===== config.mk =====
export PLATFORM = sky130hd
export DESIGN_NAME = mc_ctrl_fsm_flat
export DESIGN_NICKNAME = d
export VERILOG_FILES = /design/src/rtl/mc_ctrl_fsm_if.sv /design/src/rtl/mc_ctrl_fsm.sv /design/src/flat_wrapper.sv
export SDC_FILE = /design/constraint.sdc
export NUM_CORES = 1
export LEC_CHECK = 0
export CORE_AREA = 2 2 63 80
export CTS_CLUSTER_SIZE = 24
export DETAILED_ROUTE_END_ITERATION = 10
export DIE_AREA = 0 0 65 82
export HOLD_SLACK_MARGIN = 0.15
export PLACE_DENSITY = 0.91
export SLEW_MARGIN = 15
export SYNTH_ARGS = -nofsm -noshare
export SYNTH_HDL_FRONTEND = slang
export SYNTH_SLANG_ARGS = --single-unit

===== constraint.sdc =====
create_clock -name clk -period 1.5 [get_ports clk]
set_input_delay 0.15 -clock clk [delete_from_list [all_inputs] [get_ports clk]]
set_output_delay 0.15 -clock clk [all_outputs]
set_load 0.1 [all_outputs]

===== src/rtl/mc_ctrl_fsm_if.sv =====
// Control-unit bundle: instruction/flags/memory handshake in, datapath enables and mux selects out.
// The controller takes the master modport; the datapath/memory side takes the slave modport.
interface mc_ctrl_fsm_if #(
    parameter int ALU_CTRL_W = 4,
    parameter int IMM_SRC_W  = 3
);
    logic [31:0]           instr;
    logic                  mem_ready;
    logic                  zero;
    logic                  carry;
    logic                  sign;
    logic                  overflow;
    logic                  mem_req;
    logic                  mem_write;
    logic                  adr_src;
    logic                  ir_write;
    logic                  pc_write;
    logic                  reg_write;
    logic [1:0]            result_src;
    logic [1:0]            alu_src_a;
    logic [1:0]            alu_src_b;
    logic [ALU_CTRL_W-1:0] alu_control;
    logic [IMM_SRC_W-1:0]  imm_src;
    logic                  illegal;

    modport master (
        input  instr, mem_ready, zero, carry, sign, overflow,
        output mem_req, mem_write, adr_src, ir_write, pc_write, reg_write,
               result_src, alu_src_a, alu_src_b, alu_control, imm_src, illegal
    );

    modport slave (
        output instr, mem_ready, zero, carry, sign, overflow,
        input  mem_req, mem_write, adr_src, ir_write, pc_write, reg_write,
               result_src, alu_src_a, alu_src_b, alu_control, imm_src, illegal
    );
endinterface


===== src/rtl/mc_ctrl_fsm.sv =====
// Multicycle RV32I control unit: per-opcode state sequencing, memory handshake, ALU/imm decode.
// Optional perf counters (cycle_cnt, instret_cnt) are built only when MC_PERF_CNT_EN is defined.
//
// state    | meaning
// FETCH    | read instruction at PC, PC+4 -> PC when memory completes
// DECODE   | branch/JAL target old_pc+imm -> ALUOut, dispatch on opcode
// MEMADR   | load/store address rs1+imm
// MEMRD    | load request, wait for mem_ready
// MEMWB    | write load data to rd
// MEMWR    | store request, wait for mem_ready
// EXEC_R   | register-register ALU op
// EXEC_I   | register-immediate ALU op
// ALUWB    | write ALUOut to rd
// JAL      | PC <- target, old_pc+4 -> ALUOut
// JALR_A   | rs1+imm -> ALUOut
// JALR_B   | rd <- old_pc+4, PC <- ALUOut
// BRANCH   | compare rs1-rs2, conditional PC <- ALUOut
// LUI      | imm -> ALUOut
// AUIPC    | old_pc+imm -> ALUOut
// HALT     | illegal instruction, stuck until reset
module mc_ctrl_fsm #(
    parameter int ALU_CTRL_W = 4,
    parameter int IMM_SRC_W  = 3,
    parameter int CNT_W      = 32
) (
    input  logic             clk,
    input  logic             rst,
    mc_ctrl_fsm_if.master    bus,
    output logic [CNT_W-1:0] cycle_cnt,
    output logic [CNT_W-1:0] instret_cnt
);
    typedef enum logic [3:0] {
        S_FETCH, S_DECODE, S_MEMADR, S_MEMRD, S_MEMWB, S_MEMWR, S_EXEC_R, S_EXEC_I,
        S_ALUWB, S_JAL, S_JALR_A, S_JALR_B, S_BRANCH, S_LUI, S_AUIPC, S_HALT
    } state_t;

    localparam logic [6:0] OP_LOAD   = 7'b0000011;
    localparam logic [6:0] OP_STORE  = 7'b0100011;
    localparam logic [6:0] OP_R      = 7'b0110011;
    localparam logic [6:0] OP_IMM    = 7'b0010011;
    localparam logic [6:0] OP_JAL    = 7'b1101111;
    localparam logic [6:0] OP_JALR   = 7'b1100111;
    localparam logic [6:0] OP_BRANCH = 7'b1100011;
    localparam logic [6:0] OP_LUI    = 7'b0110111;
    localparam logic [6:0] OP_AUIPC  = 7'b0010111;

    localparam logic [3:0] ALU_ADD  = 4'd0;
    localparam logic [3:0] ALU_SUB  = 4'd1;
    localparam logic [3:0] ALU_AND  = 4'd2;
    localparam logic [3:0] ALU_OR   = 4'd3;
    localparam logic [3:0] ALU_XOR  = 4'd4;
    localparam logic [3:0] ALU_SLL  = 4'd5;
    localparam logic [3:0] ALU_SRL  = 4'd6;
    localparam logic [3:0] ALU_SRA  = 4'd7;
    localparam logic [3:0] ALU_SLT  = 4'd8;
    localparam logic [3:0] ALU_SLTU = 4'd9;
    localparam logic [3:0] ALU_PASS = 4'd10;

    state_t     state, state_n;
    logic [6:0] opcode;
    logic [2:0] funct3;
    logic       funct7_5;
    logic       mem_req, mem_write, adr_src, ir_write, pc_write, reg_write, illegal;
    logic [1:0] result_src, src_a, src_b;
    logic [3:0] alu_op;
    logic [2:0] imm_sel;
    logic       unused_instr_bits;

    assign opcode            = bus.instr[6:0];
    assign funct3            = bus.instr[14:12];
    assign funct7_5          = bus.instr[30];
    assign unused_instr_bits = ^{bus.instr[31], bus.instr[29:15], bus.instr[11:7]};

    // funct7[5] selects SUB only for register ops; it selects SRA/SRAI for both forms
    function automatic logic [3:0] alu_decode(input logic [2:0] f3, input logic f7, input logic is_r);
        logic [3:0] op;
        case (f3)
            3'b000:  op = (is_r && f7) ? ALU_SUB : ALU_ADD;
            3'b001:  op = ALU_SLL;
            3'b010:  op = ALU_SLT;
            3'b011:  op = ALU_SLTU;
            3'b100:  op = ALU_XOR;
            3'b101:  op = f7 ? ALU_SRA : ALU_SRL;
            3'b110:  op = ALU_OR;
            default: op = ALU_AND;
        endcase
        return op;
    endfunction

    always_ff @(posedge clk) begin
        state <= state_n;
    end

    always_comb begin
        state_n    = state;
        mem_req    = 1'b0;
        mem_write  = 1'b0;
        adr_src    = 1'b0;
        ir_write   = 1'b0;
        pc_write   = 1'b0;
        reg_write  = 1'b0;
        illegal    = 1'b0;
        result_src = 2'b00;
        src_a      = 2'b00;
        src_b      = 2'b00;
        alu_op     = ALU_ADD;
        case (opcode)
            OP_LOAD, OP_IMM, OP_JALR: imm_sel = 3'd0;
            OP_STORE:                 imm_sel = 3'd1;
            OP_BRANCH:                imm_sel = 3'd2;
            OP_JAL:                   imm_sel = 3'd3;
            OP_LUI, OP_AUIPC:         imm_sel = 3'd4;
            default:                  imm_sel = 3'd0;
        endcase

        case (state)
            S_FETCH: begin
                mem_req    = 1'b1;
                src_b      = 2'b10;
                result_src = 2'b10;
                if (bus.mem_ready) begin
                    ir_write = 1'b1;
                    pc_write = 1'b1;
                    state_n  = S_DECODE;
                end
            end
            S_DECODE: begin
                src_a = 2'b01;
                src_b = 2'b01;
                case (opcode)
                    OP_LOAD, OP_STORE: state_n = S_MEMADR;
                    OP_R:              state_n = S_EXEC_R;
                    OP_IMM:            state_n = S_EXEC_I;
                    OP_JAL:            state_n = S_JAL;
                    OP_JALR:           state_n = S_JALR_A;
                    OP_BRANCH:         state_n = S_BRANCH;
                    OP_LUI:            state_n = S_LUI;
                    OP_AUIPC:          state_n = S_AUIPC;
                    default:           state_n = S_HALT;
                endcase
            end
            S_MEMADR: begin
                src_a   = 2'b10;
                src_b   = 2'b01;
                state_n = (opcode == OP_STORE) ? S_MEMWR : S_MEMRD;
            end
            S_MEMRD: begin
                mem_req = 1'b1;
                adr_src = 1'b1;
                if (bus.mem_ready) state_n = S_MEMWB;
            end
            S_MEMWB: begin
                result_src = 2'b01;
                reg_write  = 1'b1;
                state_n    = S_FETCH;
            end
            S_MEMWR: begin
                mem_req   = 1'b1;
                mem_write = 1'b1;
                adr_src   = 1'b1;
                if (bus.mem_ready) state_n = S_FETCH;
            end
            S_EXEC_R: begin
                src_a   = 2'b10;
                alu_op  = alu_decode(funct3, funct7_5, 1'b1);
                state_n = S_ALUWB;
            end
            S_EXEC_I: begin
                src_a   = 2'b10;
                src_b   = 2'b01;
                alu_op  = alu_decode(funct3, funct7_5, 1'b0);
                state_n = S_ALUWB;
            end
            S_ALUWB: begin
                reg_write = 1'b1;
                state_n   = S_FETCH;
            end
            S_JAL: begin
                src_a    = 2'b01;
                src_b    = 2'b10;
                pc_write = 1'b1;
                state_n  = S_ALUWB;
            end
            S_JALR_A: begin
                src_a   = 2'b10;
                src_b   = 2'b01;
                state_n = S_JALR_B;
            end
            // result_src=10 feeds rd with old_pc+4; the PC mux picks ALUOut independently
            S_JALR_B: begin
                src_a      = 2'b01;
                src_b      = 2'b10;
                result_src = 2'b10;
                reg_write  = 1'b1;
                pc_write   = 1'b1;
                state_n    = S_FETCH;
            end
            S_BRANCH: begin
                src_a   = 2'b10;
                alu_op  = ALU_SUB;
                state_n = S_FETCH;
                case (funct3)
                    3'b000:  pc_write = bus.zero;
                    3'b001:  pc_write = !bus.zero;
                    3'b100:  pc_write = bus.sign ^ bus.overflow;
                    3'b101:  pc_write = !(bus.sign ^ bus.overflow);
                    3'b110:  pc_write = bus.carry;
                    3'b111:  pc_write = !bus.carry;
                    default: state_n  = S_HALT;
                endcase
            end
            S_LUI: begin
                src_a   = 2'b11;
                src_b   = 2'b01;
                alu_op  = ALU_PASS;
                state_n = S_ALUWB;
            end
            S_AUIPC: begin
                src_a   = 2'b01;
                src_b   = 2'b01;
                state_n = S_ALUWB;
            end
            S_HALT: illegal = 1'b1;
            default: state_n = S_FETCH;
        endcase

        // reset abandons any pending memory request in the same cycle
        if (rst) begin
            state_n    = S_FETCH;
            mem_req    = 1'b0;
            mem_write  = 1'b0;
            adr_src    = 1'b0;
            ir_write   = 1'b0;
            pc_write   = 1'b0;
            reg_write  = 1'b0;
            illegal    = 1'b0;
            result_src = 2'b00;
            src_a      = 2'b00;
            src_b      = 2'b00;
            alu_op     = ALU_ADD;
            imm_sel    = 3'd0;
        end
    end

    assign bus.mem_req     = mem_req;
    assign bus.mem_write   = mem_write;
    assign bus.adr_src     = adr_src;
    assign bus.ir_write    = ir_write;
    assign bus.pc_write    = pc_write;
    assign bus.reg_write   = reg_write;
    assign bus.result_src  = result_src;
    assign bus.alu_src_a   = src_a;
    assign bus.alu_src_b   = src_b;
    assign bus.alu_control = ALU_CTRL_W'(alu_op);
    assign bus.imm_src     = IMM_SRC_W'(imm_sel);
    assign bus.illegal     = illegal;

`ifdef MC_PERF_CNT_EN
    logic retire;

    // FETCH is entered only from completing states, so any entry from elsewhere retires
    assign retire = !rst && (state_n == S_FETCH) && (state != S_FETCH);

    always_ff @(posedge clk) begin
        if (rst) begin
            cycle_cnt   <= '0;
            instret_cnt <= '0;
        end else begin
            cycle_cnt <= cycle_cnt + 1'b1;
            if (retire) instret_cnt <= instret_cnt + 1'b1;
        end
    end
`else
    assign cycle_cnt   = '0;
    assign instret_cnt = '0;
`endif
endmodule


===== src/flat_wrapper.sv =====
// flat-port wrapper written by rule: the top's interface ports become plain ports
module mc_ctrl_fsm_flat 
#(
    parameter int ALU_CTRL_W = 4,
    parameter int IMM_SRC_W  = 3,
    parameter int CNT_W      = 32
)
  (clk, rst, cycle_cnt, instret_cnt, bus_instr, bus_mem_ready, bus_zero, bus_carry, bus_sign, bus_overflow, bus_mem_req, bus_mem_write, bus_adr_src, bus_ir_write, bus_pc_write, bus_reg_write, bus_result_src, bus_alu_src_a, bus_alu_src_b, bus_alu_control, bus_imm_src, bus_illegal);
  mc_ctrl_fsm_if #(.ALU_CTRL_W(ALU_CTRL_W), .IMM_SRC_W(IMM_SRC_W)) bus_i ();
  input  logic clk;
  input  logic rst;
  output logic [CNT_W-1:0] cycle_cnt;
  output logic [CNT_W-1:0] instret_cnt;
  input wire logic [$bits(bus_i.instr)-1:0] bus_instr;
  input wire logic [$bits(bus_i.mem_ready)-1:0] bus_mem_ready;
  input wire logic [$bits(bus_i.zero)-1:0] bus_zero;
  input wire logic [$bits(bus_i.carry)-1:0] bus_carry;
  input wire logic [$bits(bus_i.sign)-1:0] bus_sign;
  input wire logic [$bits(bus_i.overflow)-1:0] bus_overflow;
  output wire logic [$bits(bus_i.mem_req)-1:0] bus_mem_req;
  output wire logic [$bits(bus_i.mem_write)-1:0] bus_mem_write;
  output wire logic [$bits(bus_i.adr_src)-1:0] bus_adr_src;
  output wire logic [$bits(bus_i.ir_write)-1:0] bus_ir_write;
  output wire logic [$bits(bus_i.pc_write)-1:0] bus_pc_write;
  output wire logic [$bits(bus_i.reg_write)-1:0] bus_reg_write;
  output wire logic [$bits(bus_i.result_src)-1:0] bus_result_src;
  output wire logic [$bits(bus_i.alu_src_a)-1:0] bus_alu_src_a;
  output wire logic [$bits(bus_i.alu_src_b)-1:0] bus_alu_src_b;
  output wire logic [$bits(bus_i.alu_control)-1:0] bus_alu_control;
  output wire logic [$bits(bus_i.imm_src)-1:0] bus_imm_src;
  output wire logic [$bits(bus_i.illegal)-1:0] bus_illegal;
  assign bus_i.instr = bus_instr;
  assign bus_i.mem_ready = bus_mem_ready;
  assign bus_i.zero = bus_zero;
  assign bus_i.carry = bus_carry;
  assign bus_i.sign = bus_sign;
  assign bus_i.overflow = bus_overflow;
  assign bus_mem_req = bus_i.mem_req;
  assign bus_mem_write = bus_i.mem_write;
  assign bus_adr_src = bus_i.adr_src;
  assign bus_ir_write = bus_i.ir_write;
  assign bus_pc_write = bus_i.pc_write;
  assign bus_reg_write = bus_i.reg_write;
  assign bus_result_src = bus_i.result_src;
  assign bus_alu_src_a = bus_i.alu_src_a;
  assign bus_alu_src_b = bus_i.alu_src_b;
  assign bus_alu_control = bus_i.alu_control;
  assign bus_imm_src = bus_i.imm_src;
  assign bus_illegal = bus_i.illegal;
  mc_ctrl_fsm #(.ALU_CTRL_W(ALU_CTRL_W), .IMM_SRC_W(IMM_SRC_W), .CNT_W(CNT_W)) u_core (.clk(clk), .rst(rst), .bus(bus_i), .cycle_cnt(cycle_cnt), .instret_cnt(instret_cnt));
endmodule

==> metrics <==
Avg WL per Cell 15.6 µm; ranking of synthesized cells by area buf_4 35%, a21oi_1 6.0%, dfxtp_1 5.6%, nand2_1 5.3%, xnor2_1 3.1%; Critical Path End Type output port; H-tree depth 1; final worst setup slack -0.253 ns; core area approximately 4600 µm²; clk root buf clkbuf_8; hold path depth 4; die height 82 µm; critical path arrival between 1.5 and 2 ns; Data required, critical path ~1.4 ns; Synth cell types between 50 and 60; post-layout min period 1.75 ns; status finished with violations; Die Wd around 65 µm; area leader, netlist buf_4; layout cell share with drive strength beyond 1 0.522; max cap viols 0; critical path class flop to output port; total clock sinks 4; failing checks negative setup slack; worst-path fanout max 6; total power draw 0.00514 W; post-place setup slack -0.318 ns; top cells by count, synth 66 x buf_4, 20 x nand2_1, 17 x a21oi_1; Initial Util 0.311; DR iter-0 viols 55; initial antenna violation count 0; clock buffer count from CTS 3; Post-synth EDFFs 0; worst r2r path cells 6; ys async rst share 0; Seq cells post-synth 4; most frequent cell after synthesis buf_4; endpoints failing setup 17; CTS tree done; top flop regs u_core.state (4); endpoints failing hold 0; Worst-path clk slew 0.03 ns; vias in the first global route 1768; Worst-Skew Late Latency approximately 0.22 ns; post-route antenna net violation count 0; crit path from u_core.state[2]; Die ar. 5330 µm²; IO Pins ~120; Synth top area share 0.348; GPL Wtd Cong 0.927; Leakage 1.22 nW; DRC Markers 0; unrepaired setup endpoints after global routing yes; largest net degree at the start of global routing 11; hold_sp bus_instr[0]; Fmax 0.570 GHz; ant diodes 0; Slew Viols, Final 0; register area share after synthesis 0.0562; Cell Pwr Density around 1800 nW/µm²; max reg flops 4; Max Clock Skew 0.00187 ns; first-pass GRT wire length between 8000 and 9000 µm; reg-to-reg startpoint u_core.state[1]; Worst setup SP type flop; Hold WC Path Type primary input to flop; DRT Wirelength around 5600 µm; ys flop type dfxtp_1; drt pass-1 iters 6; global route overflow 0; clk buf depth 2; total number of vias about 1700; Top reg by flops u_core.state; fin crit share 1.17; Nets 342; DR vias/cell 4.84; IO buf count 37; All-Layer GR Usage 0.204; Mapped Area between 1000 and 1500 µm²; Area Overhead vs Synth 100%; Rows 28; Post-Syn Instances 204; VDD IR max 0.000948 V; Ys Warns 0; Mean Syn Cell Area between 6 and 7 µm²; HPWL Detailed 3460 µm
critical path, stage by stage (launching register included):
cell	delay, ns
dfxtp_4	0.37
or3b_4	0.39
a21oi_2	0.16
o21ai_2	0.09
a21oi_4	0.17
buf_12	0.19
layout make-up:
cell class / count / area, µm²
inverter: 5 / 33.8
clock buffer: 3 / 41.3
sequential: 4 / 95.1
tap: 60 / 75.1
multi-input combinational: 181 / 1420
fill: 369 / 1740
timing repair buffer: 108 / 1190
metrics by stage:
stage	setup TNS, ns	hold slack [ns]	cell area (µm²)	instances	util
final	-2.73	0.587	2850	361	0.621
after global routing	-3.23	0.626	2850	361	0.621
after CTS	-1.72	0.564	2740	356	0.597
after detailed placement	-2.79	0.612	2390	334	0.521
after global placement	-2.49	0.600	2390	334	0.521
after floorplan	-3.73	0.343	2010	267	-
logic make-up after synthesis:
group                     after synthesis  share of synthesized area
xor gates and xnor gates                6                     0.0465
other                                   1                    0.00263
AOI/OAI and AO/OA                      45                      0.217
and+or+nand+nor                        65                      0.260
DFF                                     4                     0.0562
muxes                                   1                    0.00702
buffers and inverters                  82                      0.411
cell usage in the layout, fill, tap and decap left out, types with 3 or more instances in the layout:
| master | count |
|---|---|
| conb_1 | 64 |
| buf_4 | 48 |
| buf_12 | 22 |
| buf_6 | 19 |
| dlygate4sd2_1 | 13 |
| nand2_1 | 12 |
| a21oi_4 | 8 |
| nor2_4 | 7 |
| a21oi_1 | 6 |
| nand2_4 | 5 |
| nand3_1 | 4 |
| xnor2_1 | 4 |
| a31oi_1 | 4 |
| clkdlybuf4s50_1 | 4 |
| dfxtp_4 | 4 |
| inv_1 | 3 |
| nor3_4 | 3 |
| a21oi_2 | 3 |
| nand2_2 | 3 |
| nor2_1 | 3 |
| clkbuf_8 | 3 |
per-layer routing:
metal  GRT usage  up-vias  wire length [µm]
met1       0.178      813              1740
met4       0.160        0               436
met2       0.406      119              3000
met3      0.0329       37               436
met5           0        -                 0
li1            -      780                 -
final timing paths:
| kind | endpoint | slack (ns) |
|---|---|---|
| max | bus_alu_control[0] | -0.25 |
| min | u_core.state[3] | 0.59 |
| max reg2reg | u_core.state[0] | 0.03 |
| min reg2reg | u_core.state[2] | 0.72 |
power by group:
part | switching, W | total [W] | internal [W]
registers | 0.000103 | 0.000276 | 0.000173
clock network | 0.0000655 | 0.000237 | 0.000172
logic | 0.00288 | 0.00463 | 0.00175
total | 0.00304 | 0.00514 | 0.00209
repair_timing:
action | 4_1_cts | 5_1_grt
endpoints found under the setup margin | 20 | 19
gates resized for setup | 58 | 18
pin swaps | 25 | 16
hold buffers | 0 | 0
buffers inserted | 19 | 7
(Power assumes the default switching activity.)
